===== config.mk =====
export PLATFORM = sky130hd
export DESIGN_NAME = rs232_rx_flat
export DESIGN_NICKNAME = d
export VERILOG_FILES = /design/src/rtl/rs232_pkg.sv /design/src/rtl/rs232_rx_if.sv /design/src/rtl/rs232_baud_tick.sv /design/src/rtl/rs232_rx.sv /design/src/flat_wrapper.sv
export SDC_FILE = /design/constraint.sdc
export NUM_CORES = 1
export LEC_CHECK = 0
export CORE_ASPECT_RATIO = 1.5
export CORE_MARGIN = 2
export CORE_UTILIZATION = 45
export CTS_BUF_LIST = sky130_fd_sc_hd__clkbuf_4 sky130_fd_sc_hd__clkbuf_8
export CTS_CLUSTER_SIZE = 24
export DETAILED_ROUTE_END_ITERATION = 6
export HOLD_SLACK_MARGIN = 0.08
export PLACE_DENSITY_LB_ADDON = 0.2
export SLEW_MARGIN = 40
export SYNTH_ARGS = -nofsm -noshare
export SYNTH_HDL_FRONTEND = slang
export SYNTH_SLANG_ARGS = --single-unit

===== constraint.sdc =====
create_clock -name clock -period 3.1 [get_ports clock]
set_input_delay 0.62 -clock clock [delete_from_list [all_inputs] [get_ports clock]]
set_output_delay 0.62 -clock clock [all_outputs]
set_load 0.1 [all_outputs]

===== src/rtl/rs232_pkg.sv =====
// Shared RS232 definitions: receiver states, oversampling constants
// and line levels common to the transmitter and receiver.
package rs232_pkg;

    typedef enum logic [2:0] {
        IDLE,
        START,
        DATA,
        STOP,
        WAIT_IDLE
    } rx_state_t;

    localparam int OVS = 16;

    localparam logic [3:0] OS_V0 = 4'd7;
    localparam logic [3:0] OS_V1 = 4'd8;
    localparam logic [3:0] OS_V2 = 4'd9;

    localparam logic LINE_IDLE  = 1'b0;
    localparam logic LINE_START = 1'b1;

    function automatic logic maj3(input logic a, input logic b, input logic c);
        return (a & b) | (a & c) | (b & c);
    endfunction

endpackage


===== src/rtl/rs232_rx_if.sv =====
// Byte delivery channel of the RS232 receiver: valid/ready plus
// framing-error and overrun strobes.
interface rs232_rx_if;

    logic [7:0] rx_data;
    logic       rx_vld;
    logic       rx_rdy;
    logic       rx_ferr;
    logic       rx_ovr;

    modport master (
        output rx_data, rx_vld, rx_ferr, rx_ovr,
        input  rx_rdy
    );

    modport slave (
        input  rx_data, rx_vld, rx_ferr, rx_ovr,
        output rx_rdy
    );

endinterface


===== src/rtl/rs232_baud_tick.sv =====
// Oversample tick generator: one-cycle pulse every DIV clocks,
// restartable so the tick phase can be aligned to a frame.
module rs232_baud_tick #(
    parameter int DIV = 325
) (
    input  logic clock,
    input  logic reset,
    input  logic clr,
    output logic tick
);

    localparam int W = (DIV > 1) ? $clog2(DIV) : 1;
    localparam logic [W-1:0] LAST = W'(DIV - 1);

    logic [W-1:0] r_cnt;

    always_ff @(posedge clock) begin
        if (!reset || clr) begin
            r_cnt <= '0;
        end else if (r_cnt == LAST) begin
            r_cnt <= '0;
        end else begin
            r_cnt <= r_cnt + W'(1);
        end
    end

    // DIV==1 keeps the counter pinned at 0, so tick is high every cycle.
    assign tick = (r_cnt == LAST);

endmodule


===== src/rtl/rs232_rx.sv =====
// RS232 receiver: 16x oversampling, 3-sample majority vote,
// valid/ready byte delivery with framing-error and overrun strobes.
module rs232_rx
    import rs232_pkg::*;
#(
    parameter int baud = 9600,
    parameter int mhz  = 50
) (
    input  logic       clock,
    input  logic       reset,
    input  logic       RS232_DCE_RXD,
    rs232_rx_if.master rx
);

    localparam int TICK_DIV = (mhz * 1_000_000) / (baud * 16);

    rx_state_t  r_state;
    rx_state_t  w_next;
    logic [1:0] r_sync;
    logic       r_s_d;
    logic [3:0] r_os;
    logic [2:0] r_idx;
    logic [7:0] r_sh;
    logic       r_v7;
    logic       r_v8;
    logic [7:0] r_data;
    logic       r_vld;
    logic       r_ferr;
    logic       r_ovr;

    logic w_s;
    logic w_tick;
    logic w_clr;
    logic w_mid;
    logic w_vote;
    logic w_dlv;
    logic w_ferr;

    assign w_s    = r_sync[1];
    assign w_mid  = w_tick && (r_os == OS_V2);
    assign w_vote = maj3(r_v7, r_v8, w_s);

    rs232_baud_tick #(
        .DIV (TICK_DIV)
    ) u_tick (
        .clock (clock),
        .reset (reset),
        .clr   (w_clr),
        .tick  (w_tick)
    );

    always_ff @(posedge clock) begin
        if (!reset) begin
            r_state <= IDLE;
        end else begin
            r_state <= w_next;
        end
    end

    always_comb begin
        w_next = r_state;
        w_clr  = 1'b0;
        w_dlv  = 1'b0;
        w_ferr = 1'b0;
        unique case (r_state)
            IDLE: begin
                if (w_s == LINE_START && r_s_d == LINE_IDLE) begin
                    w_next = START;
                    w_clr  = 1'b1;
                end
            end
            START: begin
                if (w_mid) begin
                    w_next = w_vote ? DATA : IDLE;
                end
            end
            DATA: begin
                if (w_mid && r_idx == 3'd7) begin
                    w_next = STOP;
                end
            end
            STOP: begin
                if (w_mid) begin
                    if (w_vote == LINE_IDLE) begin
                        w_dlv  = 1'b1;
                        w_next = IDLE;
                    end else begin
                        w_ferr = 1'b1;
                        w_next = WAIT_IDLE;
                    end
                end
            end
            WAIT_IDLE: begin
                if (w_tick && w_s == LINE_IDLE && r_os == 4'(OVS - 1)) begin
                    w_next = IDLE;
                end
            end
            default: w_next = IDLE;
        endcase
    end

    always_ff @(posedge clock) begin
        if (!reset) begin
            r_sync <= {2{LINE_IDLE}};
            r_s_d  <= LINE_IDLE;
            r_os   <= '0;
            r_idx  <= '0;
            r_sh   <= '0;
            r_v7   <= 1'b0;
            r_v8   <= 1'b0;
            r_data <= '0;
            r_vld  <= 1'b0;
            r_ferr <= 1'b0;
            r_ovr  <= 1'b0;
        end else begin
            r_sync <= {r_sync[0], RS232_DCE_RXD};
            r_s_d  <= w_s;
            // In WAIT_IDLE os counts consecutive idle ticks instead.
            if (w_clr || w_ferr) begin
                r_os <= '0;
            end else if (w_tick) begin
                if (r_state == WAIT_IDLE && w_s != LINE_IDLE) begin
                    r_os <= '0;
                end else begin
                    r_os <= r_os + 4'd1;
                end
            end
            if (w_clr) begin
                r_idx <= '0;
            end
            if (w_tick && r_os == OS_V0) begin
                r_v7 <= w_s;
            end
            if (w_tick && r_os == OS_V1) begin
                r_v8 <= w_s;
            end
            if (r_state == DATA && w_mid) begin
                r_sh  <= {~w_vote, r_sh[7:1]};
                r_idx <= r_idx + 3'd1;
            end
            r_ferr <= w_ferr;
            r_ovr  <= w_dlv && r_vld && !rx.rx_rdy;
            if (w_dlv && (!r_vld || rx.rx_rdy)) begin
                r_data <= r_sh;
                r_vld  <= 1'b1;
            end else if (r_vld && rx.rx_rdy) begin
                r_vld <= 1'b0;
            end
        end
    end

    assign rx.rx_data = r_data;
    assign rx.rx_vld  = r_vld;
    assign rx.rx_ferr = r_ferr;
    assign rx.rx_ovr  = r_ovr;

endmodule


===== src/flat_wrapper.sv =====
// flat-port wrapper written by rule: the top's interface ports become plain ports
module rs232_rx_flat import rs232_pkg::*;
#(
    parameter int baud = 9600,
    parameter int mhz  = 50
)
  (clock, reset, RS232_DCE_RXD, rx_rx_data, rx_rx_vld, rx_rx_ferr, rx_rx_ovr, rx_rx_rdy);
  rs232_rx_if rx_i ();
  input  logic clock;
  input  logic reset;
  input  logic RS232_DCE_RXD;
  output wire logic [$bits(rx_i.rx_data)-1:0] rx_rx_data;
  output wire logic [$bits(rx_i.rx_vld)-1:0] rx_rx_vld;
  output wire logic [$bits(rx_i.rx_ferr)-1:0] rx_rx_ferr;
  output wire logic [$bits(rx_i.rx_ovr)-1:0] rx_rx_ovr;
  input wire logic [$bits(rx_i.rx_rdy)-1:0] rx_rx_rdy;
  assign rx_rx_data = rx_i.rx_data;
  assign rx_rx_vld = rx_i.rx_vld;
  assign rx_rx_ferr = rx_i.rx_ferr;
  assign rx_rx_ovr = rx_i.rx_ovr;
  assign rx_i.rx_rdy = rx_rx_rdy;
  rs232_rx #(.baud(baud), .mhz(mhz)) u_core (.clock(clock), .reset(reset), .RS232_DCE_RXD(RS232_DCE_RXD), .rx(rx_i));
endmodule

# Word-level counts from Yosys, hierarchy flattened
# Index checks and enable logic that the tools add are counted.
# op_classes
add_sub_neg,3
n_eq_ne,15
n_mux,21
bitwise_logic,9
reduce_logical,25
# op_table
op,n
3-bit 2-to-1 mux,8
3-bit one-hot mux with 5 select lines,1
1-bit logical AND,13
"4-bit == test, second input constant",3
1-bit 2-to-1 mux,10
"2-bit by 1-bit != test with 1-bit output, second input constant",5
"9-bit by 1-bit adder with 9-bit output, second input constant",1
"9-bit == test, second input constant",1
"3-bit by 2-bit == test with 1-bit output, second input constant",2
"3-bit == test, second input constant",2
5-bit AND reduction,1
"4-bit by 1-bit adder with 4-bit output, second input constant",1
"4-bit by 3-bit == test with 1-bit output, second input constant",1
4-bit 2-to-1 mux,1
1-bit inverter,4
2-bit nonzero test,2
2-bit OR reduction,2
"3-bit by 1-bit adder with 3-bit output, second input constant",1
1-bit bitwise AND,3
"3-bit by 1-bit == test with 1-bit output, second input constant",1
1-bit logical NOT,3
3-bit logical NOT,1
1-bit logical OR,3
2-bit 2-to-1 mux,1
1-bit bitwise OR,2
# totals
reg_bits,43
in_bits,4
out_inout_bits,11
elab_cells,86

# Depth between registers and ports, before layout
# Gate-level depths: netlist of the first run.
# logic_depth
ltp_word,8
depth_mapped,8
mapped_depth_nobuf,6

# Modules after synthesis
# Synthesis of the first run repeated with hierarchy kept, for this count alone.
# unflattened
cells_unflattened,207
area_unflattened_um2,1933.1
# by_module_without_submodules
module,instances,cells_per_inst,area_per_inst_um2,seq_area_each_um2
rs232_rx,1,160,1512.7,680.7
rs232_baud_tick,1,47,420.4,180.2

# Least setup slack after synthesis of the first run
# No wires, ideal clock.
# synth_timing
path_type,reg-to-reg
startpoint,register u_core.u_tick.r_cnt[0]
endpoint,"register u_core.r_data[0], in the netlist u_core.rx.rx_data[0]"
setup_time_ps,121
arrival_time_ps,1986
t_required_ps,2979
setup_slack_ps,992
stages_incl_launch_ff,9
cell_sequence,dfxtp_1 > inv_1 > ha_1 > nand4bb_4 > or3_1 > buf_2 > or4_4 > buf_6 > mux2i_1
# synth_between
elab_chain_cells,5
# synth_lines
item,line_no,rtl
from (decl),rs232_baud_tick.sv:15,logic [W-1:0] r_cnt;
from (signal assigned),rs232_baud_tick.sv:23,r_cnt <= r_cnt + W'(1);
9-bit == test,rs232_baud_tick.sv:28,assign tick = (r_cnt == LAST);
1-bit logical AND,rs232_rx.sv:40,assign w_mid = w_tick && (r_os == OS_V2);
1-bit 2-to-1 mux,rs232_rx.sv:83,if (w_mid) begin
1-bit 2-to-1 mux,rs232_rx.sv:65,unique case (r_state)
1-bit logical AND,rs232_rx.sv:143,if (w_dlv && (!r_vld || rx.rx_rdy)) begin
to (signal assigned),rs232_rx.sv:144,r_data <= r_sh;
to (decl),rs232_rx.sv:26,logic [7:0] r_data;
# Every way passes these cells.
# A chain may end at the register's enable or synchronous reset.

# Worst setup path in the final report of the first run
# layout_timing
startpoint,register u_core.u_tick.r_cnt[0]
endpoint,"register u_core.r_data[6], in the netlist u_core.rx.rx_data[6]"
# The elaborated chain is that of the path after synthesis.

==> flow_metrics.tcl, run 1 <==
set metrics [dict create \
    peakVddDrop_v 0.000389 \
    synth_cells 192 \
    cts_setup_buffers 0 \
    postLayoutCoreUtil_pct 51.1 \
    slew_headroom_pct 61.5 \
    cts_buffer_depth 2 \
    setup_violations 0 \
    portBuffers 14 \
    grt_start_max_net_pins 21 \
    synth_top_area_share_pct 45.2 \
    design_area_mm2 0.00211 \
    antenna_found_initial 0 \
    worstMarginPinSlew_ns 0.570 \
    wl_um 3160 \
    reg2reg_depth 6 \
    synth-seq-cells 43 \
    setup.worst_path.start "u_core.u_tick.r_cnt[0]$_SDFF_PP0_" \
    drc_errors 0 \
    r2r-end "u_core.rx.rx_data[6]$_SDFFE_PN0P_" \
    maxSlewViolCount 0 \
    fmax_ghz 0.450 \
    fin_skew_ns 0.00312 \
    vias 1347 \
    die_y_um 83.6 \
    leakage_nw 0.896 \
    synthTopCellsByArea "dfxtp_1, mux2i_1, nand2_1, ha_1, nand4bb_4" \
    min_to "u_core.r_sync[1]$_SDFF_PN0_" \
    ys_warn_count 0 \
    synth.net_count 203 \
    ys_seq_area_share_pct 45.2 \
    synthDistinctLibCells 43 \
    final.setup.worst_slack_ns 0.876 \
    insertion_delay_ns 0.28 \
    tns_ns 0 \
    cap_viol_max_count 0 \
    start_kind "flop" \
    syn-cell-area_mm2 0.00190 \
    nets 216 \
    rr_startpoint "u_core.u_tick.r_cnt[0]$_SDFF_PP0_" \
    dp_hpwl_um 2360 \
    syn_to_final_growth_pct 11.0 \
    antenna_cells 0 \
    via_per_inst 5.39 \
    overflow 0 \
    gp_congestion 0.855 \
    drt-pass1-iter-count 4 \
    coreArea_mm2 0.00414 \
    synth.avg_cell_area_um2 9.91 \
    whs_ns 0.439 \
    wl_per_cell_um 12.7 \
    final_layout_size_suffix_gt1_share_pct 13.2 \
    yosysTopAreaCell "dfxtp_1" \
    cts_tree "yes" \
    p_per_area_mw_per_mm2 435 \
    hold_buffers 0 \
    cts_made_buffers 5 \
    gr-usage-all-layers_pct 14.3 \
    run_status "complete, no violations" \
    final.fill_count 404 \
    multi_input_area_um2 980 \
    cp.required_ns 3.27 \
    place_area_mm2 0.00203 \
    seqCellArea_um2 861 \
    clk_pin_slew_worst_paths_ns 0.07 \
    finalHoldViolations 0 \
    ctsResizeCount 0 \
    start_util_pct 46.0 \
    min_path_type "flop to flop" \
    min_path_cells 1 \
    io_pins 15 \
    cp.arrival_ns 2.39 \
    ant_nets 0 \
    die_w_um 57.1 \
    post-route-period-util_pct 71.7 \
    clock-sinks 43 \
    worstHoldStart "u_core.r_sync[0]$_SDFF_PN0_" \
    place_ws_ns 0.869 \
    drtIter0Drc 37 \
    timing.reg2reg.setup_slack_ns 0.88 \
    grt_pass1_wl_um 5450 \
    cts-root-buf "clkbuf_8" \
    end_kind "flop" \
    die_area_mm2 0.00478 \
    grt_pass1_vias 1214 \
    critical_path_class "flop to flop" \
    rsz0062_at_grt "no" \
    cp_max_fo 8 \
    rows 29 \
    cts-htree-levels 2 \
    fin_crit_ns 2.22 \
]
cell type report:
| class | count | area share [%] |
|---|---|---|
| multi-input combinational | 135 | 46.4 |
| sequential | 43 | 40.7 |
| timing repair buffer | 15 | 5.68 |
| clock buffer | 6 | 3.61 |
| tap | 46 | 2.72 |
| inverter | 5 | 0.888 |
layer usage:
metal / GRT usage (%) / part of all wire (%)
met4: 5.92 / 1.7
met2: 23.4 / 51
met3: 4.34 / 3.2
met1: 17.1 / 44
met5: 0 / 0
worst max path at each step:
stage,end,cells past startpoint
finish,u_core.rx.rx_data[6]$_SDFFE_PN0P_,6
global route,u_core.rx.rx_data[6]$_SDFFE_PN0P_,6
CTS,u_core.rx.rx_data[6]$_SDFFE_PN0P_,6
detailed placement,u_core.rx.rx_data[6]$_SDFFE_PN0P_,6
global placement,u_core.r_sh[1]$_SDFFE_PN0P_,6
floorplan,u_core.rx.rx_data[0]$_SDFFE_PN0P_,8
report_power, final:
group          switching [mW]  internal [mW]
logic                  0.0189         0.0140
clock network           0.164          0.159
registers             0.00737          0.558
total                   0.190          0.730
cell usage in the layout, fill, tap and decap left out, types with 4 or more instances in the layout:
master and instances:
a21oi_1 4, buf_4 12, clkbuf_8 5, dfxtp_1 43, ha_1 7, inv_1 5
mux2i_1 21, nand2_1 27, nand3_1 4, nor2_1 11, nor4_1 4, o21ai_0 4
xor2_1 6
flip-flops by register name, indices dropped and copies added (netlist names):
signal               cells
u_core.r_idx             3
u_core.rx.rx_data        8
u_core.rx.rx_ovr         1
u_core.u_tick.r_cnt      9
u_core.r_os              4
u_core.rx.rx_vld         1
u_core.r_v8              1
u_core.r_state           3
u_core.r_v7              1
u_core.r_s_d             1
u_core.rx.rx_ferr        1
u_core.r_sh              8
u_core.r_sync            2
stage by stage:
step                      instances  total power [mW]
after floorplan                 192             0.599
after global placement          244             0.609
after detailed placement        244             0.611
after CTS                       250             0.937
after global routing            250             0.968
final                           250             0.920
synth_stat cells, drive strengths merged:
library cell	n
dfxtp	43
and2	3
nor3b	1
or2	2
nor4	4
nand3	4
and4b	1
nand2b	2
and4	1
inv	5
a41o	1
a31oi	1
a32o	1
nand4	2
a211oi	1
nor4b	2
or4	2
nor2b	3
o21ai	4
and3b	1
or3	1
buf	3
o211ai	1
a21o	1
nor2	11
ha	7
nand4bb	2
mux2i	21
nand2	27
xor2	6
a21oi	4
nand3b	3
xnor2	1
nor3	3
clkbuf	6
o31ai	1
o21a	3
or4b	3
and3	3
nor4bb	1
critical path: stages (launching register included):
cell and delay [ns]:
dfxtp_1 0.36, inv_1 0.08, ha_1 0.19, nand4bb_4 0.16, or3_1 0.50, or4_4 0.67, mux2i_1 0.16
kinds of logic after synthesis:
family / count (synthesis) / share of synthesized area, %
AND/OR/NAND/NOR: 82 / 26.0
flip-flops: 43 / 45.2
adder cells (fa/ha/maj): 7 / 4.60
multiplexers: 21 / 11.0
buffers and inverters: 14 / 3.62
XOR/XNOR: 7 / 3.22
AO/OA/AOI/OAI: 18 / 6.25
(Power assumes the default switching activity.)
==> run 2: changes to the inputs <==
==> constraint.sdc (replaced) <==
create_clock -name clock -period 2.25 [get_ports clock]
set_input_delay 0.45 -clock clock [delete_from_list [all_inputs] [get_ports clock]]
set_output_delay 0.45 -clock clock [all_outputs]
set_load 0.1 [all_outputs]
==> flow_metrics.tcl, run 2 (synthesis results as in run 1) <==
set metrics [dict create \
    place_area_mm2 0.00205 \
    slew_headroom_pct 67.9 \
    setup_violations 0 \
    cts_buffer_depth 2 \
    final.fill_count 391 \
    start_util_pct 46.0 \
    antenna_found_initial 0 \
    rsz0062_at_grt "no" \
    grt_pass1_wl_um 5850 \
    fin_crit_ns 2.15 \
    gr-usage-all-layers_pct 15.3 \
    slowest_stage "or4b_4" \
    via_per_inst 5.52 \
    fmax_ghz 0.466 \
    leakage_nw 0.921 \
    cts_made_buffers 5 \
    antenna_cells 0 \
    cts_tree "yes" \
    drtIter0Drc 51 \
    dp_hpwl_um 2490 \
    wl_per_cell_um 13.2 \
    clock-sinks 43 \
    fin_skew_ns 0.00503 \
    min_path_type "flop to flop" \
    nets 219 \
    critical_path_class "flop to flop" \
    rows 29 \
    end_kind "flop" \
    power_mw 1.35 \
    die_y_um 83.6 \
    insertion_delay_ns 0.29 \
    slowest_delay_ns 0.63 \
    cap_viol_max_count 0 \
    cp.arrival_ns 2.32 \
    gp_congestion 0.847 \
    p_per_area_mw_per_mm2 625 \
    wl_um 3360 \
    ant_nets 0 \
    die_w_um 57.1 \
    largest_reg_flops 9 \
    overflow 0 \
    stdcell_count 255 \
    portBuffers 14 \
    drt-pass1-iter-count 4 \
    run_status "complete, no violations" \
    vias 1407 \
    io_pins 15 \
    hold_buffers 0 \
    cts-htree-levels 2 \
    die_area_mm2 0.00478 \
    finalHoldViolations 0 \
    final_cell_mix "dfxtp_1, nand2_1, mux2i_1" \
    largest-register "u_core.u_tick.r_cnt" \
    cp_max_fo 11 \
    grt_start_max_net_pins 34 \
    cts-root-buf "clkbuf_8" \
    cp.required_ns 2.42 \
    start_kind "flop" \
    clk_pin_slew_worst_paths_ns 0.08 \
    design_area_mm2 0.00217 \
    peakVddDrop_v 0.000580 \
    grt_pass1_vias 1371 \
    tns_ns 0 \
    crit_chain "inv_1 -> ha_1 -> nand4bb_4 -> or3_4 -> or4b_4 -> mux2i_2" \
    maxSlewViolCount 0 \
    final_common_cell "dfxtp_1" \
    syn_to_final_growth_pct 13.8 \
    dp_cells 247 \
    timing.reg2reg.setup_slack_ns 0.10 \
    worstMarginPinSlew_ns 0.477 \
    coreArea_mm2 0.00414 \
    drc_errors 0 \
    final_layout_size_suffix_gt1_share_pct 15.8 \
    post-route-period-util_pct 95.4 \
]
==> run 2: cell types whose count changed in the layout (fill, tap and decap cells not counted), sizes merged <==
cell / before / now
clkbuf: 6 / 8
buf: 12 / 15
==> run 2: path summary, 6_finish.rpt <==
check,from,end,cells past startpoint
worst max-delay path,u_core.u_tick.r_cnt[0]$_SDFF_PP0_,u_core.r_idx[2]$_SDFFE_PN0P_,6
worst min-delay path,u_core.r_sync[0]$_SDFF_PN0_,u_core.r_sync[1]$_SDFF_PN0_,1
worst max register to register,u_core.u_tick.r_cnt[0]$_SDFF_PP0_,u_core.r_idx[2]$_SDFFE_PN0P_,6
worst min register to register,u_core.r_sync[0]$_SDFF_PN0_,u_core.r_sync[1]$_SDFF_PN0_,1
==> run 2: metal layers <==
metal	wire, um	vias up	share of wire [%]	track usage [%]
li1	-	708	-	-
met1	1420	664	42	16.8
met2	1790	27	53	27.1
met3	99	8	2.9	3.41
met4	55	0	1.6	6.98
met5	0	-	0	0
==> run 2: metrics by stage <==
stage,hold WS (ns),util [%],setup WS (ns)
2_1_floorplan,0.412,-,0.142
3_3_place_gp,0.417,49.6,0.156
3_5_place_dp,0.427,49.6,0.111
4_1_cts,0.445,52.1,0.0922
5_1_grt,0.455,52.4,0.0276
6_report,0.440,52.4,0.105
==> run 2: where the power goes <==
part	leakage [nW]	internal, mW	switching (mW)	total (mW)
logic	0.519	0.0205	0.0258	0.0462
registers	0.347	0.768	0.0103	0.778
clock network	0.0549	0.292	0.238	0.530
==> run 2: area by class of cell <==
| type | instances | area [um^2] | share of cell area, % |
|---|---|---|---|
| Multi-Input combinational cell | 135 | 982 | 45.3 |
| Sequential cell | 43 | 861 | 39.7 |
| Inverter | 5 | 18.8 | 0.867 |
| Clock buffer | 8 | 104 | 4.79 |
| Tap cell | 46 | 57.6 | 2.66 |
| Timing Repair Buffer | 18 | 143 | 6.59 |
==> run 2: timing repair <==
item / in CTS / in global routing
resized for setup: 0 / 2
setup buffers: 0 / 0
endpoints found under the setup margin: 0 / 5
==> run 2: critical path, delay by kind of cell (launching register included) <==
| kind | cells | cell delay (ns) |
|---|---|---|
| fa+ha+maj | 1 | 0.19 |
| simple gates | 3 | 1.20 |
| buf+inv | 1 | 0.08 |
| flops | 1 | 0.36 |
| mux | 1 | 0.21 |
==> run 3: changes to the inputs <==
--- a/config.mk
+++ b/config.mk
@@ -5,12 +5,14 @@
 export SDC_FILE = /design/constraint.sdc
 export NUM_CORES = 1
 export LEC_CHECK = 0
+export CAP_MARGIN = 30
 export CORE_ASPECT_RATIO = 1.5
 export CORE_MARGIN = 2
-export CORE_UTILIZATION = 45
+export CORE_UTILIZATION = 38
 export CTS_BUF_LIST = sky130_fd_sc_hd__clkbuf_4 sky130_fd_sc_hd__clkbuf_8
 export CTS_CLUSTER_SIZE = 24
 export DETAILED_ROUTE_END_ITERATION = 6
+export GPL_TIMING_DRIVEN = 0
 export HOLD_SLACK_MARGIN = 0.08
 export PLACE_DENSITY_LB_ADDON = 0.2
 export SLEW_MARGIN = 40
==> flow_metrics.tcl, run 3 (synthesis results as in run 1) <==
set metrics [dict create \
    place_ws_ns 0.0165 \
    peakVddDrop_v 0.000330 \
    cts-root-buf "clkbuf_8" \
    grt_pass1_vias 1306 \
    syn_to_final_growth_pct 13.3 \
    antenna_cells 0 \
    gr-usage-all-layers_pct 13.3 \
    die_area_mm2 0.00560 \
    cts_tree "yes" \
    die_y_um 90.7 \
    finalHoldViolations 0 \
    drtIter0Drc 53 \
    post-route-period-util_pct 96.1 \
    setup_violations 0 \
    antenna_found_initial 0 \
    drt-pass1-iter-count 4 \
    insertion_delay_ns 0.29 \
    io_pins 15 \
    grt_pass1_wl_um 5670 \
    reg2reg_depth 7 \
    largest_reg_flops 9 \
    via_per_inst 4.99 \
    cap_viol_max_count 0 \
    start_util_pct 39.6 \
    met3RoutedLength_um 89 \
    critical_path_class "flop to flop" \
    gp_congestion 0.773 \
    dp_cells 271 \
    cp.required_ns 2.43 \
    final.setup.worst_slack_ns 0.0884 \
    whs_ns 0.438 \
    wl_per_cell_um 11.7 \
    fmax_ghz 0.463 \
    fin_skew_ns 0.00388 \
    slowest_stage "or4_4" \
    coreArea_mm2 0.00481 \
    largest-register "u_core.u_tick.r_cnt" \
    leakage_nw 0.915 \
    power_mw 1.31 \
    top_layer "met4" \
    cts_buffer_depth 2 \
    fin_crit_ns 2.16 \
    wl_met2_um 1730 \
    tns_ns 0 \
    met1_length_um 1350 \
    cp_max_fo 8 \
    slowest_delay_ns 0.64 \
    min_path_type "flop to flop" \
    wl_um 3260 \
    drc_errors 0 \
    final.fill_count 512 \
    min_path_cells 1 \
    place_area_mm2 0.00206 \
    overflow 0 \
    dp_hpwl_um 2430 \
    p_per_area_mw_per_mm2 609 \
    grt_start_max_net_pins 13 \
    design_area_mm2 0.00216 \
    cts_made_buffers 5 \
    cp.arrival_ns 2.34 \
    vias 1387 \
    hold_buffers 0 \
    rows 31 \
    run_status "complete, no violations" \
    die_w_um 61.8 \
    portBuffers 13 \
    final_common_cell "dfxtp_1" \
    end_kind "flop" \
    cts-htree-levels 2 \
    clock-sinks 43 \
    final_cell_mix "dfxtp_1, nand2_1, mux2i_1" \
    postLayoutCoreUtil_pct 44.8 \
    clk_pin_slew_worst_paths_ns 0.08 \
    worstMarginPinSlew_ns 0.581 \
    maxSlewViolCount 0 \
    nets 223 \
    ant_nets 0 \
    crit_chain "inv_1 -> ha_2 -> nand4bb_4 -> or3_1 -> buf_4 -> or4_4 -> mux2i_1" \
    final_layout_size_suffix_gt1_share_pct 15.6 \
    slew_headroom_pct 60.7 \
    stdcell_count 278 \
    start_kind "flop" \
]
## run 3: cell types whose count changed in the layout (fill, tap and decap cells not counted), moves of 2 or more
cell | before | now
buf_2 | 0 | 11
buf_4 | 15 | 3
clkbuf_1 | 0 | 6
dfxtp_1 | 43 | 41
## run 3: worst paths after layout
kind,endpoint,startpoint,slack (ns)
setup / recovery,u_core.rx.rx_data[6]$_SDFFE_PN0P_,u_core.u_tick.r_cnt[0]$_SDFF_PP0_,0.09
hold / removal,u_core.r_sync[1]$_SDFF_PN0_,u_core.r_sync[0]$_SDFF_PN0_,0.44
setup reg to reg,u_core.rx.rx_data[6]$_SDFFE_PN0P_,u_core.u_tick.r_cnt[0]$_SDFF_PP0_,0.09
hold reg to reg,u_core.r_sync[1]$_SDFF_PN0_,u_core.r_sync[0]$_SDFF_PN0_,0.44
## run 3: layout make-up
| class | instances | area [um^2] | share of cell area [%] |
|---|---|---|---|
| Inverter | 5 | 18.8 | 0.870 |
| Sequential cell | 43 | 866 | 40.1 |
| Timing Repair Buffer | 15 | 90.1 | 4.18 |
| Tap cell | 66 | 82.6 | 3.83 |
| Buffer | 7 | 30.0 | 1.39 |
| Clock inverter | 1 | 5.00 | 0.232 |
| Clock buffer | 6 | 82.6 | 3.83 |
| Multi-Input combinational cell | 135 | 982 | 45.5 |
## run 3: critical path, delay by kind of cell, from the launching register on
kind | cells | cell delay (ns)
multiplexers | 1 | 0.16
buffers and inverters | 2 | 0.23
AND/OR/NAND/NOR | 3 | 1.13
adder cells (fa/ha/maj) | 1 | 0.18
flip-flops | 1 | 0.37
## run 3: what timing repair did
action / 4_1_cts / 5_1_grt
resized for setup: 2 / 4
buffers inserted: 0 / 2
endpoints found under the setup margin: 3 / 18
## run 3: power breakdown
part           leakage, nW  internal [mW]  total [mW]  switching [mW]
sequential           0.348          0.768       0.779          0.0107
combinational        0.520         0.0201      0.0474          0.0273
clock               0.0470          0.241       0.486           0.246
total                0.915           1.03        1.31           0.284
## run 3: metal layers
layer | up-vias | global-route usage [%]
met1 | 646 | 14.9
li1 | 714 | -
met4 | 0 | 6.03
met3 | 7 | 3.87
met2 | 20 | 22.1
met5 | - | 0
